--- config.mk ---
export PLATFORM = sky130hd
export DESIGN_NAME = pc_sequencer_flat
export DESIGN_NICKNAME = d
export VERILOG_FILES = /design/src/rtl/pc_sequencer_pkg.sv /design/src/rtl/pc_sequencer_if.sv /design/src/rtl/pc_sequencer_ras_stack.sv /design/src/rtl/pc_sequencer.sv /design/src/flat_wrapper.sv
export SDC_FILE = /design/constraint.sdc
export NUM_CORES = 1
export LEC_CHECK = 0
export BUFFER_PORTS_ARGS = -buffer_cell sky130_fd_sc_hd__buf_2
export CAP_MARGIN = 20
export CORE_UTILIZATION = 55
export CTS_CLUSTER_SIZE = 40
export DETAILED_ROUTE_END_ITERATION = 8
export GPL_TIMING_DRIVEN = 0
export PLACE_DENSITY = 0.76
export SLEW_MARGIN = 20
export SYNTH_ARGS = -nofsm -noshare
export SYNTH_HDL_FRONTEND = slang
export SYNTH_SLANG_ARGS = --single-unit
--- constraint.sdc ---
create_clock -name clock -period 3.1 [get_ports clock]
set_input_delay 0.62 -clock clock [delete_from_list [all_inputs] [get_ports clock]]
set_output_delay 0.62 -clock clock [all_outputs]
set_load 0.01 [all_outputs]
--- src/rtl/pc_sequencer_pkg.sv ---
// Shared constants for the program-counter sequencer: next-PC select
// encodings and the default datapath width.
package pc_seq_pkg;

    localparam int DEFAULT_WIDTH = 16;

    typedef logic [1:0] sel_t;

    localparam sel_t SEL_INC = 2'b00;
    localparam sel_t SEL_JR  = 2'b01;
    localparam sel_t SEL_BR  = 2'b10;
    localparam sel_t SEL_RET = 2'b11;

endpackage

--- src/rtl/pc_sequencer_if.sv ---
// Control and status bundle between the FSM/register bank (master) and the
// program-counter sequencer (slave).
interface pc_sequencer_if #(
    parameter int WIDTH = pc_seq_pkg::DEFAULT_WIDTH
);

    logic             stall;
    logic [1:0]       select;
    logic             call;
    logic [WIDTH-1:0] sr1_out;
    logic [WIDTH-1:0] offset;
    logic [WIDTH-1:0] pc;
    logic             pc_valid;
    logic             ras_empty;
    logic             ras_full;
    logic             ras_overflow;
    logic             ras_underflow;

    modport master (
        output stall, select, call, sr1_out, offset,
        input  pc, pc_valid, ras_empty, ras_full, ras_overflow, ras_underflow
    );

    modport slave (
        input  stall, select, call, sr1_out, offset,
        output pc, pc_valid, ras_empty, ras_full, ras_overflow, ras_underflow
    );

endinterface

--- src/rtl/pc_sequencer_ras_stack.sv ---
// Circular return-address stack: pushes past capacity overwrite the oldest
// entry, pops of an empty stack raise a one-cycle underflow pulse.
module ras_stack
    import pc_seq_pkg::*;
#(
    parameter int WIDTH     = DEFAULT_WIDTH,
    parameter int RAS_DEPTH = 4
) (
    input  logic             clock,
    input  logic             reset,
    input  logic             push,
    input  logic             pop,
    input  logic [WIDTH-1:0] din,
    output logic [WIDTH-1:0] top,
    output logic             empty,
    output logic             full,
    output logic             overflow,
    output logic             underflow
);

    localparam int PTR_W = $clog2(RAS_DEPTH);
    localparam int CNT_W = $clog2(RAS_DEPTH + 1);
    localparam logic [PTR_W-1:0] LAST_PTR = PTR_W'(RAS_DEPTH - 1);
    localparam logic [CNT_W-1:0] FULL_CNT = CNT_W'(RAS_DEPTH);

    logic [WIDTH-1:0] mem_q [RAS_DEPTH];
    logic [PTR_W-1:0] wrPtr_q, wrPtr_d;
    logic [CNT_W-1:0] count_q, count_d;
    logic             overflow_q, overflow_d;
    logic             underflow_q, underflow_d;
    logic [PTR_W-1:0] topPtr;
    logic [PTR_W-1:0] nextPtr;

    // wrPtr_q names the next free slot, so the top lives one slot behind it
    assign topPtr  = (wrPtr_q == '0) ? LAST_PTR : wrPtr_q - 1'b1;
    assign nextPtr = (wrPtr_q == LAST_PTR) ? '0 : wrPtr_q + 1'b1;

    assign empty     = (count_q == '0);
    assign full      = (count_q == FULL_CNT);
    assign top       = mem_q[topPtr];
    assign overflow  = overflow_q;
    assign underflow = underflow_q;

    always_comb begin
        wrPtr_d     = wrPtr_q;
        count_d     = count_q;
        overflow_d  = 1'b0;
        underflow_d = 1'b0;
        if (push) begin
            wrPtr_d = nextPtr;
            if (full) begin
                overflow_d = 1'b1;
            end else begin
                count_d = count_q + 1'b1;
            end
        end else if (pop) begin
            if (empty) begin
                underflow_d = 1'b1;
            end else begin
                wrPtr_d = topPtr;
                count_d = count_q - 1'b1;
            end
        end
    end

    always_ff @(posedge clock) begin
        if (reset) begin
            wrPtr_q     <= '0;
            count_q     <= '0;
            overflow_q  <= 1'b0;
            underflow_q <= 1'b0;
        end else begin
            wrPtr_q     <= wrPtr_d;
            count_q     <= count_d;
            overflow_q  <= overflow_d;
            underflow_q <= underflow_d;
        end
    end

    always_ff @(posedge clock) begin
        if (push && !reset) begin
            mem_q[wrPtr_q] <= din;
        end
    end

endmodule

--- src/rtl/pc_sequencer.sv ---
// Registered program counter with increment / jump-register / PC-relative
// branch / return selection, stall hold and a call/return address stack.
module pc_sequencer
    import pc_seq_pkg::*;
#(
    parameter int               WIDTH        = DEFAULT_WIDTH,
    parameter int               RAS_DEPTH    = 4,
    parameter logic [WIDTH-1:0] RESET_VECTOR = '0
) (
    input  logic           clock,
    input  logic           reset,
    pc_sequencer_if.slave  bus
);

    logic [WIDTH-1:0] pc_q, pc_d;
    logic             pcValid_q;
    logic [WIDTH-1:0] pcPlusOne;
    logic [WIDTH-1:0] branchTarget;
    logic [WIDTH-1:0] rasTop;
    logic             rasEmpty;
    logic             rasPush;
    logic             rasPop;

    // Wrap-around adders; the offset is two's complement so a plain add works
    assign pcPlusOne    = pc_q + WIDTH'(1);
    assign branchTarget = pc_q + bus.offset;

    assign rasPush = !bus.stall && bus.call &&
                     (bus.select == SEL_JR || bus.select == SEL_BR);
    assign rasPop  = !bus.stall && (bus.select == SEL_RET);

    always_comb begin
        pc_d = pc_q;
        if (!bus.stall) begin
            unique case (bus.select)
                SEL_INC: pc_d = pcPlusOne;
                SEL_JR:  pc_d = bus.sr1_out;
                SEL_BR:  pc_d = branchTarget;
                SEL_RET: pc_d = rasEmpty ? pcPlusOne : rasTop;
                default: pc_d = pcPlusOne;
            endcase
        end
    end

    always_ff @(posedge clock) begin
        if (reset) begin
            pc_q      <= RESET_VECTOR;
            pcValid_q <= 1'b0;
        end else begin
            pc_q      <= pc_d;
            pcValid_q <= 1'b1;
        end
    end

    ras_stack #(
        .WIDTH     (WIDTH),
        .RAS_DEPTH (RAS_DEPTH)
    ) u_ras (
        .clock     (clock),
        .reset     (reset),
        .push      (rasPush),
        .pop       (rasPop),
        .din       (pcPlusOne),
        .top       (rasTop),
        .empty     (rasEmpty),
        .full      (bus.ras_full),
        .overflow  (bus.ras_overflow),
        .underflow (bus.ras_underflow)
    );

    assign bus.pc        = pc_q;
    assign bus.pc_valid  = pcValid_q;
    assign bus.ras_empty = rasEmpty;

endmodule

--- src/flat_wrapper.sv ---
// flat-port wrapper written by rule: the top's interface ports become plain ports
module pc_sequencer_flat import pc_seq_pkg::*;
#(
    parameter int               WIDTH        = DEFAULT_WIDTH,
    parameter int               RAS_DEPTH    = 4,
    parameter logic [WIDTH-1:0] RESET_VECTOR = '0
)
  (clock, reset, bus_stall, bus_select, bus_call, bus_sr1_out, bus_offset, bus_pc, bus_pc_valid, bus_ras_empty, bus_ras_full, bus_ras_overflow, bus_ras_underflow);
  pc_sequencer_if #(.WIDTH(WIDTH)) bus_i ();
  input  logic clock;
  input  logic reset;
  input wire logic [$bits(bus_i.stall)-1:0] bus_stall;
  input wire logic [$bits(bus_i.select)-1:0] bus_select;
  input wire logic [$bits(bus_i.call)-1:0] bus_call;
  input wire logic [$bits(bus_i.sr1_out)-1:0] bus_sr1_out;
  input wire logic [$bits(bus_i.offset)-1:0] bus_offset;
  output wire logic [$bits(bus_i.pc)-1:0] bus_pc;
  output wire logic [$bits(bus_i.pc_valid)-1:0] bus_pc_valid;
  output wire logic [$bits(bus_i.ras_empty)-1:0] bus_ras_empty;
  output wire logic [$bits(bus_i.ras_full)-1:0] bus_ras_full;
  output wire logic [$bits(bus_i.ras_overflow)-1:0] bus_ras_overflow;
  output wire logic [$bits(bus_i.ras_underflow)-1:0] bus_ras_underflow;
  assign bus_i.stall = bus_stall;
  assign bus_i.select = bus_select;
  assign bus_i.call = bus_call;
  assign bus_i.sr1_out = bus_sr1_out;
  assign bus_i.offset = bus_offset;
  assign bus_pc = bus_i.pc;
  assign bus_pc_valid = bus_i.pc_valid;
  assign bus_ras_empty = bus_i.ras_empty;
  assign bus_ras_full = bus_i.ras_full;
  assign bus_ras_overflow = bus_i.ras_overflow;
  assign bus_ras_underflow = bus_i.ras_underflow;
  pc_sequencer #(.WIDTH(WIDTH), .RAS_DEPTH(RAS_DEPTH), .RESET_VECTOR(RESET_VECTOR)) u_core (.clock(clock), .reset(reset), .bus(bus_i));
endmodule
==> flow_summary.toml <==
[status]
status = "complete, no violations"

[logic_synthesis]
async_flop_share = 0
synth-simple-area-share = 0.120
synthFlopType = "edfxtp_1"
netlist_top_cells_area = "edfxtp_1 (40%), dfxtp_1 (9.9%), mux4_2 (7.5%)"
synth_cell_types = 57
yosys-top-cells-count = "edfxtp_1 (64), a21oi_1 (34), nand2_1 (27)"
synth.top_cell.area_share = 0.398
synth_compound_area_frac = 0.163
synth_top_family_by_area = "compound AO/OA/AOI/OAI gates"
syn_area_per_cell_um2 = 11.6
synth_area_leader_cell = "edfxtp_1"
yosysSeqAreaShare = 0.497
muxShareOfSynthArea = 0.0790
synthAdderAreaFrac = 0.0704
yosysMostFrequentCell = "edfxtp_1"
synth_edf_count = 64
synthesis.nets = 482
synth_warnings = 0
synth_area_um2 = 4830
syn_inst = 418
synth-seq-cells = 88
synth_xor_xnor_area_share = 0.0417

[global_route]
grt_start_max_net_pins = 18
grt_pass1_vias = 3589
antenna_found_initial = 0
gr-total-overflow = 0
grt_usage = 0.286
grt_pass1_wl_um = 18900

[pwr]
internal-power_mw = 1.91
power.leakage_nw = 2.07
comb_power_share = 0.192
pwr-share-seq = 0.500
swShare = 0.293
clock_power_share = 0.309
powerDensity_nw_per_um2 = 494
p_sw_mw = 0.793
ir_drop_mv = 0.294

[worst_setup_path]
worst_setup_path_end_kind = "flop"
crit_type = "flop to flop"
required_ps = 3330
cp_top_family = "buffers and inverters"
path_depth = 9
cp_max_fo = 10
path_cells = "inv_1, ha_1, buf_2, clkbuf_4, mux4_2, a221oi_1, o21ai_0, a21oi_1, nor3_1"
worst_path_max_delay_cell = "mux4_2"
arrival_ps = 3090
ff2ff_path_depth = 9
critical_path_buf_inv_count = 3
startpoint_type = "flop"
cp_slowest_stage_delay_ps = 540

[die]
start_util = 0.580
dieArea_um2 = 9170
die_w_um = 95.7
rows = 33
ioPinCount = 59
dieHeight_um = 95.7
core_area_um2 = 8340

[cts]
path_clk_slew_ps = 90
cts_setup_buffers = 0
ctsHoldBuffers = 0
cts.sinks = 88
cts_max_level = 3
cts_buffers = 9
postCtsResizedCells = 0
cts_buffer_depth = 2
clk_latency_ps = 360
cts_tree = "built"
root_buffer = "clkbuf_8"

[place]
place_congestion = 0.967
place_hpwl_um = 9270
port_buffers = 58
pre_cts_slack_ps = 188

[detailed_routing]
drt_wl_total_um = 12300
vias = 3842
first_pass_iters = 6
drt_iter0_drc = 301
wl_per_cell_um = 20.6
vias_per_cell = 6.44
ant_nets = 0
route.detailed.drc = 0

[timing]
slew_headroom = 0.402
timing.final.crit_period_ps = 2860
fin_skew_ps = 9.18
grt_setup_unrepaired = "no"
drv_slew = 0
setup_viol = 0
setup_slack_ps = 239
fin_crit_sh = 0.923
final-hold-violation-count = 0
tightest_slew_ps = 898
tns_ps = 0
whs_ps = 537
fmax_mhz = 350

[final_layout]
layout-drive-gt1-share = 0.217
nets = 551
diodes = 0
area_delta_synth_final_pct = 13.2

[hold_path]
min_path_type = "flop to flop"
min_path_cells = 2

[job]
cap_violations = 0
==> state kept, by name, indices dropped and copies added, names as in the netlist <==
| register | cells |
|---|---|
| u_core.u_ras.wrPtr_q | 2 |
| u_core.bus.pc | 16 |
| u_core.u_ras.underflow | 1 |
| u_core.u_ras.mem_q | 64 |
| u_core.bus.pc_valid | 1 |
| u_core.u_ras.count_q | 3 |
| u_core.u_ras.overflow | 1 |
==> stage by stage <==
step,std cells,power [mW],instance area (um^2),utilization
6_report,597,2.70,5470,0.656
5_1_grt,597,2.82,5470,0.656
4_1_cts,597,2.71,5470,0.656
3_5_place_dp,581,1.89,5260,0.630
3_3_place_gp,581,1.87,5260,0.630
2_1_floorplan,418,1.72,4830,-
==> final timing paths <==
path | from | endpoint | slack (ps)
min | u_core.u_ras.count_q[2] | u_core.u_ras.count_q[2] | 540
min reg2reg | u_core.u_ras.count_q[2] | u_core.u_ras.count_q[2] | 540
max | u_core.u_ras.wrPtr_q[0] | u_core.bus.pc[5] | 240
max reg2reg | u_core.u_ras.wrPtr_q[0] | u_core.bus.pc[5] | 240
==> worst register-to-register path, stage by stage (launching register included) <==
cell and delay [ps]:
dfxtp_1 450, inv_1 100, ha_1 280, buf_2 300, clkbuf_4 350, mux4_2 540, a221oi_1 330, o21ai_0 170
a21oi_1 150, nor3_1 60
==> cells by family (layout without fill, tap and decap cells) <==
group	Yosys count	count (layout)
AOI/OAI and AO/OA	119	119
and+or+nand+nor	107	107
DFF	88	88
buffers and inverters	37	111
adders and majority gates	26	26
xor gates and xnor gates	23	23
muxes	18	18
==> cell usage in the layout (no fill, tap or decap), types with 4 or more instances in the layout <==
cell type and count:
a211oi_1 6, a21o_1 6, a21oi_1 34, a221o_1 4
a221oi_1 7, a22oi_1 5, a31oi_1 6, and3_1 12
and4_1 4, buf_2 61, clkbuf_1 14, clkbuf_8 9
dfxtp_1 24, edfxtp_1 64, ha_1 24, inv_1 18
mux4_2 16, nand2_1 27, nand2b_1 4, nand3_1 7
nand4_1 6, nor2_1 18, nor2b_1 4, nor3_1 8
o211ai_1 4, o21ai_0 23, xnor2_1 16, xor2_1 7
==> cell type report <==
| cell class | instances | area [um^2] |
|---|---|---|
| Fill cell | 673 | 2870 |
| Clock buffer | 9 | 124 |
| Timing Repair Buffer | 58 | 290 |
| Buffer | 18 | 75.1 |
| Inverter | 19 | 71.3 |
| Clock inverter | 7 | 88.8 |
| Tap cell | 105 | 131 |
| Multi-Input combinational cell | 293 | 2290 |
| Sequential cell | 88 | 2400 |
==> power by group through the flow <==
stage / registers, mW / clock network, mW / logic (mW)
2_1_floorplan: 1.37 / 0 / 0.346
3_3_place_gp: 1.37 / 0 / 0.497
3_5_place_dp: 1.38 / 0 / 0.509
4_1_cts: 1.35 / 0.847 / 0.512
5_1_grt: 1.36 / 0.895 / 0.572
6_report: 1.35 / 0.835 / 0.519
==> layer usage <==
layer / vias up / routed length, um / global-route usage
li1: 1767 / - / -
met2: 184 / 5900 / 0.453
met5: - / 0 / 0
met4: 0 / 252 / 0.0846
met1: 1870 / 5160 / 0.397
met3: 21 / 968 / 0.0640
Power figures use the tool's default switching activity.
